[config.mk]
export PLATFORM = sky130hd
export DESIGN_NAME = spi_fwm_sram_arb_flat
export DESIGN_NICKNAME = d
export VERILOG_FILES = /design/src/rtl/spi_fwm_pkg.sv /design/src/rtl/spi_fwm_sram_arb_if.sv /design/src/rtl/spi_fwm_arb_idq.sv /design/src/rtl/spi_fwm_sram_arb.sv /design/src/flat_wrapper.sv
export SDC_FILE = /design/constraint.sdc
export NUM_CORES = 1
export LEC_CHECK = 0
export BUFFER_PORTS_ARGS = -buffer_cell sky130_fd_sc_hd__buf_2
export CORE_AREA = 2 2 100 102
export DETAILED_ROUTE_END_ITERATION = 12
export DIE_AREA = 0 0 102 104
export GPL_TIMING_DRIVEN = 1
export PLACE_DENSITY = 0.55
export SLEW_MARGIN = 20
export SYNTH_ARGS = -nofsm -noshare
export SYNTH_HDL_FRONTEND = slang
export SYNTH_SLANG_ARGS = --single-unit
[constraint.sdc]
create_clock -name clk_i -period 3.4 [get_ports clk_i]
set_input_delay 0.68 -clock clk_i [delete_from_list [all_inputs] [get_ports clk_i]]
set_output_delay 0.68 -clock clk_i [all_outputs]
set_load 0.005 [all_outputs]
[src/rtl/spi_fwm_pkg.sv]
// Shared constants for the SPI firmware-memory SRAM arbiter: requester indices and default
// SRAM geometry.
package spi_fwm_pkg;

  localparam int unsigned ReqHost   = 0;
  localparam int unsigned ReqRxf    = 1;
  localparam int unsigned ReqTxf    = 2;
  localparam int unsigned NumReqDef = 3;
  localparam int unsigned SramAwDef = 11;
  localparam int unsigned SramDwDef = 32;

  // Index width that stays legal for a single requester or a single-entry queue.
  function automatic int unsigned idx_w(int unsigned n);
    return (n > 1) ? $clog2(n) : 1;
  endfunction

endpackage

[src/rtl/spi_fwm_sram_arb_if.sv]
// Requester and SRAM bus bundle for spi_fwm_sram_arb; slave is the arbiter side, master is the
// environment (requesters plus SRAM).
interface spi_fwm_sram_arb_if import spi_fwm_pkg::*; #(
  parameter int unsigned NumReq = NumReqDef,
  parameter int unsigned SramAw = SramAwDef,
  parameter int unsigned SramDw = SramDwDef
) ();

  logic [NumReq-1:0]        req_i;
  logic [NumReq-1:0]        write_i;
  logic [NumReq*SramAw-1:0] addr_i;
  logic [NumReq*SramDw-1:0] wdata_i;
  logic [NumReq-1:0]        gnt_o;
  logic [NumReq-1:0]        rvalid_o;
  logic [SramDw-1:0]        rdata_o;
  logic [1:0]               rerror_o;

  logic                     sram_req_o;
  logic                     sram_write_o;
  logic [SramAw-1:0]        sram_addr_o;
  logic [SramDw-1:0]        sram_wdata_o;
  logic                     sram_gnt_i;
  logic                     sram_rvalid_i;
  logic [SramDw-1:0]        sram_rdata_i;
  logic [1:0]               sram_error_i;

  modport slave (
    input  req_i, write_i, addr_i, wdata_i,
    input  sram_gnt_i, sram_rvalid_i, sram_rdata_i, sram_error_i,
    output gnt_o, rvalid_o, rdata_o, rerror_o,
    output sram_req_o, sram_write_o, sram_addr_o, sram_wdata_o
  );

  modport master (
    output req_i, write_i, addr_i, wdata_i,
    output sram_gnt_i, sram_rvalid_i, sram_rdata_i, sram_error_i,
    input  gnt_o, rvalid_o, rdata_o, rerror_o,
    input  sram_req_o, sram_write_o, sram_addr_o, sram_wdata_o
  );

endinterface

[src/rtl/spi_fwm_arb_idq.sv]
// In-order read-ID tracker: a small FIFO of requester indices, one entry per outstanding read.
module spi_fwm_arb_idq #(
  parameter int unsigned Width = 2,
  parameter int unsigned Depth = 2
) (
  input  logic             clk_i,
  input  logic             rst_i,
  input  logic             i_push,
  input  logic [Width-1:0] i_data,
  input  logic             i_pop,
  output logic             o_full,
  output logic             o_empty,
  output logic [Width-1:0] o_head
);

  localparam int unsigned PtrW = (Depth > 1) ? $clog2(Depth) : 1;
  localparam int unsigned CntW = $clog2(Depth + 1);

  logic [Width-1:0] r_mem [Depth];
  logic [PtrW-1:0]  r_wptr;
  logic [PtrW-1:0]  r_rptr;
  logic [CntW-1:0]  r_cnt;
  logic             w_do_push;
  logic             w_do_pop;

  assign o_full    = (r_cnt == CntW'(Depth));
  assign o_empty   = (r_cnt == '0);
  assign o_head    = r_mem[r_rptr];
  assign w_do_push = i_push && !o_full;
  assign w_do_pop  = i_pop && !o_empty;

  function automatic logic [PtrW-1:0] ptr_inc(logic [PtrW-1:0] p);
    return (p == PtrW'(Depth - 1)) ? '0 : p + 1'b1;
  endfunction

  always_ff @(posedge clk_i) begin
    if (rst_i) begin
      r_wptr <= '0;
      r_rptr <= '0;
      r_cnt  <= '0;
    end else begin
      if (w_do_push) begin
        r_mem[r_wptr] <= i_data;
        r_wptr        <= ptr_inc(r_wptr);
      end
      if (w_do_pop) begin
        r_rptr <= ptr_inc(r_rptr);
      end
      case ({w_do_push, w_do_pop})
        2'b10:   r_cnt <= r_cnt + 1'b1;
        2'b01:   r_cnt <= r_cnt - 1'b1;
        default: r_cnt <= r_cnt;
      endcase
    end
  end

endmodule

[src/rtl/spi_fwm_sram_arb.sv]
// Arbitrates host / rx-fifo / tx-fifo accesses onto one SRAM port and routes read responses back
// in order. Define SPI_FWM_ARB_RR_EN for round-robin; default is fixed priority (lowest wins).
module spi_fwm_sram_arb import spi_fwm_pkg::*; #(
  parameter int unsigned NumReq = NumReqDef,
  parameter int unsigned SramAw = SramAwDef,
  parameter int unsigned SramDw = SramDwDef,
  parameter int unsigned MaxOut = 2
) (
  input  logic                clk_i,
  input  logic                rst_i,
  spi_fwm_sram_arb_if.slave   bus,
  output logic                unexp_rvalid_o
);

  localparam int unsigned IdW = idx_w(NumReq);

  logic [IdW-1:0] w_win;
  logic           w_any;
  logic           w_full;
  logic           w_empty;
  logic [IdW-1:0] w_head;
  logic           w_sram_req;
  logic           w_accept;
  logic           w_push;
  logic           w_pop;
  logic           r_unexp;

`ifdef SPI_FWM_ARB_RR_EN
  // r_ptr holds where the next search starts: one past the last accepted index.
  logic [IdW-1:0] r_ptr;

  always_comb begin
    w_win = '0;
    w_any = 1'b0;
    for (int unsigned k = 0; k < NumReq; k++) begin
      if (!w_any && bus.req_i[(32'(r_ptr) + k) % NumReq]) begin
        w_any = 1'b1;
        w_win = IdW'((32'(r_ptr) + k) % NumReq);
      end
    end
  end

  always_ff @(posedge clk_i) begin
    if (rst_i) begin
      r_ptr <= '0;
    end else if (w_accept) begin
      r_ptr <= (w_win == IdW'(NumReq - 1)) ? '0 : w_win + 1'b1;
    end
  end
`else
  always_comb begin
    w_win = '0;
    w_any = 1'b0;
    for (int unsigned k = 0; k < NumReq; k++) begin
      if (!w_any && bus.req_i[k]) begin
        w_any = 1'b1;
        w_win = IdW'(k);
      end
    end
  end
`endif

  assign w_sram_req = w_any && !w_full && !rst_i;
  assign w_accept   = w_sram_req && bus.sram_gnt_i;
  assign w_push     = w_accept && !bus.write_i[w_win];
  assign w_pop      = bus.sram_rvalid_i && !w_empty && !rst_i;

  assign bus.sram_req_o   = w_sram_req;
  assign bus.sram_write_o = w_any ? bus.write_i[w_win] : 1'b0;
  assign bus.sram_addr_o  = w_any ? bus.addr_i[32'(w_win) * SramAw +: SramAw] : '0;
  assign bus.sram_wdata_o = w_any ? bus.wdata_i[32'(w_win) * SramDw +: SramDw] : '0;
  assign bus.rdata_o      = bus.sram_rdata_i;
  assign bus.rerror_o     = bus.sram_error_i;

  always_comb begin
    bus.gnt_o    = '0;
    bus.rvalid_o = '0;
    for (int unsigned k = 0; k < NumReq; k++) begin
      bus.gnt_o[k]    = w_accept && (w_win == IdW'(k));
      bus.rvalid_o[k] = w_pop && (w_head == IdW'(k));
    end
  end

  spi_fwm_arb_idq #(
    .Width (IdW),
    .Depth (MaxOut)
  ) u_idq (
    .clk_i   (clk_i),
    .rst_i   (rst_i),
    .i_push  (w_push),
    .i_data  (w_win),
    .i_pop   (w_pop),
    .o_full  (w_full),
    .o_empty (w_empty),
    .o_head  (w_head)
  );

  // A response with nothing outstanding (including one orphaned by reset) is flagged until reset.
  always_ff @(posedge clk_i) begin
    if (rst_i) begin
      r_unexp <= 1'b0;
    end else if (bus.sram_rvalid_i && w_empty) begin
      r_unexp <= 1'b1;
    end
  end

  assign unexp_rvalid_o = r_unexp;

endmodule

[src/flat_wrapper.sv]
// flat-port wrapper written by rule: the top's interface ports become plain ports
module spi_fwm_sram_arb_flat import spi_fwm_pkg::*;
#(
  parameter int unsigned NumReq = NumReqDef,
  parameter int unsigned SramAw = SramAwDef,
  parameter int unsigned SramDw = SramDwDef,
  parameter int unsigned MaxOut = 2
)
  (clk_i, rst_i, unexp_rvalid_o, bus_req_i, bus_write_i, bus_addr_i, bus_wdata_i, bus_sram_gnt_i, bus_sram_rvalid_i, bus_sram_rdata_i, bus_sram_error_i, bus_gnt_o, bus_rvalid_o, bus_rdata_o, bus_rerror_o, bus_sram_req_o, bus_sram_write_o, bus_sram_addr_o, bus_sram_wdata_o);
  spi_fwm_sram_arb_if #(.NumReq(NumReq), .SramAw(SramAw), .SramDw(SramDw)) bus_i ();
  input  logic clk_i;
  input  logic rst_i;
  output logic unexp_rvalid_o;
  input wire logic [$bits(bus_i.req_i)-1:0] bus_req_i;
  input wire logic [$bits(bus_i.write_i)-1:0] bus_write_i;
  input wire logic [$bits(bus_i.addr_i)-1:0] bus_addr_i;
  input wire logic [$bits(bus_i.wdata_i)-1:0] bus_wdata_i;
  input wire logic [$bits(bus_i.sram_gnt_i)-1:0] bus_sram_gnt_i;
  input wire logic [$bits(bus_i.sram_rvalid_i)-1:0] bus_sram_rvalid_i;
  input wire logic [$bits(bus_i.sram_rdata_i)-1:0] bus_sram_rdata_i;
  input wire logic [$bits(bus_i.sram_error_i)-1:0] bus_sram_error_i;
  output wire logic [$bits(bus_i.gnt_o)-1:0] bus_gnt_o;
  output wire logic [$bits(bus_i.rvalid_o)-1:0] bus_rvalid_o;
  output wire logic [$bits(bus_i.rdata_o)-1:0] bus_rdata_o;
  output wire logic [$bits(bus_i.rerror_o)-1:0] bus_rerror_o;
  output wire logic [$bits(bus_i.sram_req_o)-1:0] bus_sram_req_o;
  output wire logic [$bits(bus_i.sram_write_o)-1:0] bus_sram_write_o;
  output wire logic [$bits(bus_i.sram_addr_o)-1:0] bus_sram_addr_o;
  output wire logic [$bits(bus_i.sram_wdata_o)-1:0] bus_sram_wdata_o;
  assign bus_i.req_i = bus_req_i;
  assign bus_i.write_i = bus_write_i;
  assign bus_i.addr_i = bus_addr_i;
  assign bus_i.wdata_i = bus_wdata_i;
  assign bus_i.sram_gnt_i = bus_sram_gnt_i;
  assign bus_i.sram_rvalid_i = bus_sram_rvalid_i;
  assign bus_i.sram_rdata_i = bus_sram_rdata_i;
  assign bus_i.sram_error_i = bus_sram_error_i;
  assign bus_gnt_o = bus_i.gnt_o;
  assign bus_rvalid_o = bus_i.rvalid_o;
  assign bus_rdata_o = bus_i.rdata_o;
  assign bus_rerror_o = bus_i.rerror_o;
  assign bus_sram_req_o = bus_i.sram_req_o;
  assign bus_sram_write_o = bus_i.sram_write_o;
  assign bus_sram_addr_o = bus_i.sram_addr_o;
  assign bus_sram_wdata_o = bus_i.sram_wdata_o;
  spi_fwm_sram_arb #(.NumReq(NumReq), .SramAw(SramAw), .SramDw(SramDw), .MaxOut(MaxOut)) u_core (.clk_i(clk_i), .rst_i(rst_i), .bus(bus_i), .unexp_rvalid_o(unexp_rvalid_o));
endmodule
# --- Word level (Yosys, flattened, before mapping) ---
# Memory sizes are Yosys's and may differ from the RTL's. A register that Yosys moved wholly into a read port is not among the register bits.
# Index checks and enable logic that the tools add are counted.
# W data, S select, Z words.
word_totals:
  regBits: 5
  ram_bits: 4
  output_inout_bits: 86
  memories: 1
mem_list:
  columns: ["memory", "words", "word_bits", "read_ports", "rd_clocked_by_memory_dff", "write_ports", "line_no", "source"]
  rows:
  - ["u_core.u_idq.r_mem", 2, 2, 1, 1, 1, "spi_fwm_arb_idq.sv:19", "logic [Width-1:0] r_mem [Depth];"]
op_classes:
  n_addsub: 4
  multipliers: 1
  n_lt_le_gt_ge: 1
  n_eq_ne: 7
  shifts: 2
  muxes: 18
  n_reduce_logical: 27
op_table:
  columns: ["operator", "count"]
  rows:
  - ["$shiftx A96 B8 Y32", 1]
  - ["$shiftx A33 B7 Y11", 1]
  - ["$mux W32", 1]
  - ["$logic_and A1 B1 Y1", 17]
  - ["$mux W1", 13]
  - ["$mux W11", 1]
  - ["$eq A2 B2 Y1 const B", 4]
  - ["$eq A2 B1 Y1 const B", 3]
  - ["$logic_not A1 Y1", 6]
  - ["$logic_not A2 Y1", 3]
  - ["$mul A2 B4 Y6 const B", 1]
  - ["$pmux W2 S2", 1]
  - ["$lt A2 B3 Y1 const B", 1]
  - ["$add A1 B1 Y1 const B", 2]
  - ["$add A2 B1 Y2 const B", 1]
  - ["$bmux W1 S2", 1]
  - ["$mux W2", 1]
  - ["$reduce_bool A2 Y1", 1]
  - ["$sub A2 B1 Y2 const B", 1]

# --- Logic depth before layout (Yosys ltp) ---
logic_depth:
  ltp_word: 15
  ltp_mapped: 8
  depth_no_buf: 7

# --- Cells and area by module ---
# A second synthesis with hierarchy kept.
unflattened:
  cells_unflattened: 240
  hier_area_um2: 1762.9
modules_own_cells:
  columns: ["module", "n_inst", "cells_each", "area_per_inst_um2", "seq_area_each_um2"]
  rows:
  - ["spi_fwm_sram_arb", 1, 209, 1397.6, 20.0]
  - ["spi_fwm_arb_idq", 1, 31, 365.4, 220.2]

# --- Worst setup path before layout ---
# Ideal clock, no wire load.
synth_timing:
  path_kind: "input to register"
  start: "input port bus_req_i[0]"
  end: "register u_core.u_idq.r_cnt[1]"
  setup_time_ns: 0.070
  arrival_ns: 2.545
  required_time_ns: 3.330
  slack_ns: 0.786
  stages: 7
  n_path_buf: 1
  path_cell_list: "or4b_1 -> o211ai_2 -> or3b_1 -> buf_2 -> ha_1 -> or3_1 -> a21oi_1"
synth_between:
  elab_chain_len: 14
  elab_cells_between_ends: 21
synth_rtl:
  columns: ["element", "line_no", "source"]
  rows:
  - ["from (decl)", "flat_wrapper.sv:14", "input wire logic [$bits(bus_i.req_i)-1:0] bus_req_i;"]
  - ["$mux W1 (*)", "spi_fwm_sram_arb.sv:55", "if (!w_any && bus.req_i[k]) begin"]
  - ["$logic_not A1 Y1", "spi_fwm_sram_arb.sv:55", null]
  - ["$logic_and A1 B1 Y1", "spi_fwm_sram_arb.sv:55", null]
  - ["$mux W1", "spi_fwm_sram_arb.sv:55", null]
  - ["$logic_not A1 Y1", "spi_fwm_sram_arb.sv:55", null]
  - ["$logic_and A1 B1 Y1", "spi_fwm_sram_arb.sv:55", null]
  - ["$mux W2 or $mux W1 (tied branches)", "spi_fwm_sram_arb.sv:55", null]
  - ["$bmux W1 S2 or $logic_and A1 B1 Y1 (tied branches)", "spi_fwm_sram_arb.sv:65, spi_fwm_sram_arb.sv:63", null]
  - ["$mux W1 (implied by the code) or $logic_and A1 B1 Y1 (tied branches)", "spi_fwm_sram_arb.sv:65, spi_fwm_sram_arb.sv:63", null]
  - ["$logic_not A1 Y1 or $logic_and A1 B1 Y1 (tied branches)", "spi_fwm_sram_arb.sv:65, spi_fwm_sram_arb.sv:64", null]
  - ["$logic_and A1 B1 Y1 (*)", "spi_fwm_sram_arb.sv:65", "assign w_push = w_accept && !bus.write_i[w_win];"]
  - ["$logic_and A1 B1 Y1 (*)", "spi_fwm_arb_idq.sv:29", "assign w_do_push = i_push && !o_full;"]
  - ["$eq A2 B1 Y1 or $eq A2 B2 Y1 (tied branches)", "spi_fwm_arb_idq.sv:49", "case ({w_do_push, w_do_pop})"]
  - ["$pmux W2 S2 or $reduce_bool A2 Y1 (tied branches)", null, null]
  - ["to (signal assigned)", "spi_fwm_arb_idq.sv:50", "2'b10: r_cnt <= r_cnt + 1'b1;"]
  - ["to (signal assigned)", "spi_fwm_arb_idq.sv:51", "2'b01: r_cnt <= r_cnt - 1'b1;"]
  - ["to (signal assigned)", "spi_fwm_arb_idq.sv:52", "default: r_cnt <= r_cnt;"]
  - ["to (decl)", "spi_fwm_arb_idq.sv:22", "logic [CntW-1:0] r_cnt;"]
# Every way passes the cells marked *; elsewhere a longest branch is shown, timed or not. The select of a mux whose other input is x is not followed.
# A chain may end at the register's enable or synchronous reset.

# --- Final worst setup path ---
layout_timing:
  start: "input port bus_req_i[1]"
  end: "output port bus_sram_wdata_o[21]"
layout_between:
  elab_chain_len: 7
  elab_cells_between_ends: 9
layout_rtl:
  columns: ["element", "line_no", "source"]
  rows:
  - ["$logic_and A1 B1 Y1 (*)", "spi_fwm_sram_arb.sv:55", null]
  - ["$mux W1", "spi_fwm_sram_arb.sv:55", null]
  - ["$logic_not A1 Y1", "spi_fwm_sram_arb.sv:55", null]
  - ["$logic_and A1 B1 Y1", "spi_fwm_sram_arb.sv:55", null]
  - ["$mux W2", "spi_fwm_sram_arb.sv:55", null]
  - ["$shiftx A96 B8 Y32", "spi_fwm_sram_arb.sv:71", "assign bus.sram_wdata_o = w_any ? bus.wdata_i[32'(w_win) * SramDw +: SramDw] : '0;"]
  - ["$mux W32 (*)", "spi_fwm_sram_arb.sv:71", null]
  - ["to (decl)", "flat_wrapper.sv:29", "output wire logic [$bits(bus_i.sram_wdata_o)-1:0] bus_sram_wdata_o;"]
# Every way passes the cells marked *; elsewhere a longest branch is shown, timed or not.

==> impl.org <==
** Detailed routing
- For this run, design rule violations remaining after detail routing come to 0.
- Total number of vias :: 2223
- The pre-antenna-repair detailed-routing pass consisted of 4 iterations.
- Initial detailed-routing violation count :: 58
- Remaining antenna violation count :: 0
- For this block, the routed nets add up to 6.31 mm of wire.
- Dividing the detail-routed wire length by the instance count gives 12.0 um.
- After detailed routing, the number of vias per cell comes to 4.24.

** Synth
- When the netlist entered floorplanning its net count stood at 420.
- EDFF count, synth :: 4
- Cell taking the most area after synthesis :: sky130_fd_sc_hd__a22oi_1
- Yosys Warn Count :: 0
- Each instance of the synthesized netlist takes up on average 6.41 um^2.
- Area share of the leading cell type in the synthesized netlist :: 20.5%
- Post-synthesis instance area :: 1580 um^2
- Post-synthesis sequential element count :: 10
- Number of unique standard cell types used by synthesis :: 28
- Synthesized netlist cell count :: 246
- In the synthesized netlist the dominant register cell turns out to be sky130_fd_sc_hd__dfxtp_1.
- Top cells by instance count after synthesis :: 46 x sky130_fd_sc_hd__o21ai_0, 45 x sky130_fd_sc_hd__nand2_1, 43 x sky130_fd_sc_hd__a22oi_1
- Share of the yosys chip area belonging to registers :: around 15%
- Most common cell in the netlist :: sky130_fd_sc_hd__o21ai_0
- Most area-consuming cells after synthesis :: sky130_fd_sc_hd__a22oi_1 20%, sky130_fd_sc_hd__buf_4 16%, sky130_fd_sc_hd__o21ai_0 15%
- Counting flops with an async set or reset pin after synthesis yields a share of 0%.

** Critical path
- Data on the critical path is required at its endpoint by about 2.7 ns.
- Grouping stages by cell kind, the critical path spends the most delay in buffers and inverters.
- Critical Path Fanout Max :: 24
- The critical path contains buffers and inverters numbering 4 combined.
- By startpoint and endpoint, the worst setup path is classified as in -> out.
- Critical path, cell by cell :: buf_2 > buf_4 > nor2b_4 > buf_4 > a22oi_1 > o21ai_0 > buf_2
- Critical path's slowest cell :: sky130_fd_sc_hd__buf_4
- Element type at the critical path start :: input port
- Critical Path AT :: approximately 1.9 ns
- Worst setup EP type :: output port
- Highest cell delay on the worst timing path :: 0.27 ns

** Power and ir drop
- Worst-case vdd ir drop :: 0.183 mV
- Dividing total power by cell area gives a power density of 209 nW/um^2.
- Cell leakage power :: 1.28 nW

** Global routing
- Number of antenna violations at the first check in global routing :: 0
- GRT overflow :: 0
- Overall Global Routing Usage :: 10.4%
- The first global-routing pass estimated 9.33 mm of wire.
- Entering global routing, the biggest net connects 55 pins.
- Number of global-route vias before repair :: 2032

** Final layout
- Ant diodes :: 0
- Cell area after layout :: 2460 um^2
- Fraction of final layout cells with drive strength greater than 1 :: between 50% and 60%
- FILL cells :: 1124
- Area added between synthesis and finish :: 55.7%
- Final design utilization :: between 20 and 30%
- Nets@finish :: around 570

** Clocking
- Count of hold-fix buffers inserted at cts :: 0
- CTS tree :: built
- The later pin in the worst-skew pair is clocked with a latency of approximately 0.23 ns.
- Post-cts gate resize count :: 0
- CTS built an H-tree with a depth of 1.
- Clock transition at the registers of the reported paths :: 0.05 ns
- After clock tree synthesis, the setup repair step added 0 buffers.
- Counting along the longest clock path gives a buffer depth of 2.
- The clock drives 10 sinks.
- Clock buffer count from CTS :: 3
- Root buffer cell :: sky130_fd_sc_hd__clkbuf_8

** Placed design
- The congestion estimate from routability-driven global placement came to 0.722.
- OpenSTA, run right after detailed placement, puts the worst setup slack at 0.555 ns.
- Port Buffer Count :: 190
- The placed instances occupy a cell area of 2410 um^2.
- Once detailed placement completed, the half-perimeter wirelength came to 5.33 mm.

** Floorplan
- The die is 104 um tall.
- Overall die area :: 10600 um^2
- Initial core utilization :: approximately 17%
- During I/O placement, the number of pins put on the boundary was between 200 and 300.
- The floorplan step set the die width to 102 um.
- In this run the core area contains 36 standard-cell rows.
- Core region area :: 9550 um^2

** Timing
- Max frequency :: approximately 380 MHz
- Clock skew on the completed layout was measured at 0.00268 ns.
- At the pin with the least slew margin, the transition time is roughly 0.43 ns.
- The worst path meets setup with just under 0.8 ns of slack.
- Setup repair after global routing left no endpoint under its margin.
- Total count of max-transition violations in the final report :: 0
- Of the available clock period, the critical path in the final layout requires 76.9%.
- Headroom to the max-slew limit came out at between 70 and 80%.
- Hold is met by 0.480 ns.
- Setup violations remaining at the end of the flow were counted as 0.
- Period minus WS final :: 2.61 ns
- The total count of hold-check failures in the final report was 0.
- Setup tns final :: 0 ns

** Run
- Maximum capacitance violations :: 0

** Min path
- The worst hold path belongs to the class reg -> reg.

** Outcome
- The flow ran to the end, and the final reports show no timing, DRC or antenna violations.
-- cells in the final DEF, fill, tap and decap left out, types with 4 or more instances in the layout --
cell | synthesis | routed
sky130_fd_sc_hd__edfxtp_1 | 4 | 4
sky130_fd_sc_hd__inv_1 | 7 | 7
sky130_fd_sc_hd__nor2_1 | 15 | 15
sky130_fd_sc_hd__buf_2 | 1 | 190
sky130_fd_sc_hd__a22oi_1 | 43 | 43
sky130_fd_sc_hd__buf_4 | 34 | 6
sky130_fd_sc_hd__dfxtp_1 | 6 | 6
sky130_fd_sc_hd__nand2_1 | 45 | 45
sky130_fd_sc_hd__o21ai_0 | 46 | 46
-- cells by family (layout without fill, tap and decap cells) --
| family | count (synthesis) | after routing | synth area share (%) |
|---|---|---|---|
| multiplexers | 1 | 1 | 0.634 |
| buffers and inverters | 62 | 207 | 22.9 |
| AND/OR/NAND/NOR | 72 | 72 | 19.7 |
| AO/OA/AOI/OAI | 97 | 97 | 39.1 |
| XOR/XNOR | 3 | 3 | 1.67 |
| flip-flops | 10 | 10 | 15.2 |
| adder cells (fa/ha/maj) | 1 | 1 | 0.793 |
-- report_power, final --
group	switching [mW]	internal, mW	total, mW	leakage [nW]
clock network	0.0445	0.0789	0.123	0.0231
logic	0.118	0.135	0.253	1.17
registers	0.00677	0.132	0.139	0.0853
-- tightest hold or removal path: stages (launching register included) --
cell and delay [ns]:
sky130_fd_sc_hd__dfxtp_1 0.32, sky130_fd_sc_hd__a21oi_1 0.04, sky130_fd_sc_hd__nor2_1 0.08
-- final timing paths --
check                                            from               endpoint  slack [ns]  cells after the start
worst min register to register  u_core.unexp_rvalid_o  u_core.unexp_rvalid_o        0.48                      2
worst min-delay path            u_core.unexp_rvalid_o  u_core.unexp_rvalid_o        0.48                      2
worst max register to register  u_core.u_idq.r_cnt[0]  u_core.u_idq.r_cnt[1]        1.33                      5
worst max-delay path                     bus_req_i[1]   bus_sram_wdata_o[21]        0.79                      7
-- routing by layer --
layer | part of all wire [%] | GRT usage (%)
met1 | 44 | 13.0
met4 | 1.1 | 1.81
met2 | 47 | 18.6
met3 | 7.4 | 1.81
met5 | 0 | 0
-- final cells by class --
cell class,count,area (um^2),area share (%)
Clock inverter,1,3.75,0.153
Sequential cell,10,240,9.78
Timing Repair Buffer,196,996,40.5
Clock buffer,3,41.3,1.68
Multi-Input combinational cell,174,983,40.0
Tap cell,133,166,6.77
Inverter,7,26.3,1.07
-- stage by stage --
| step | power, mW | std cells |
|---|---|---|
| global placement | 0.391 | 520 |
| global route | 0.551 | 524 |
| detailed placement | 0.394 | 520 |
| floorplan | 0.280 | 246 |
| finish | 0.515 | 524 |
| CTS | 0.519 | 524 |
-- state kept, by name, indices dropped and copies added (netlist names), named ones only --
register and flops:
u_core.u_idq.r_rptr 1, u_core.u_idq.r_mem 4, u_core.u_idq.r_wptr 1, u_core.unexp_rvalid_o 1
u_core.u_idq.r_cnt 2
No activity file was read; power rests on OpenSTA's default activity.
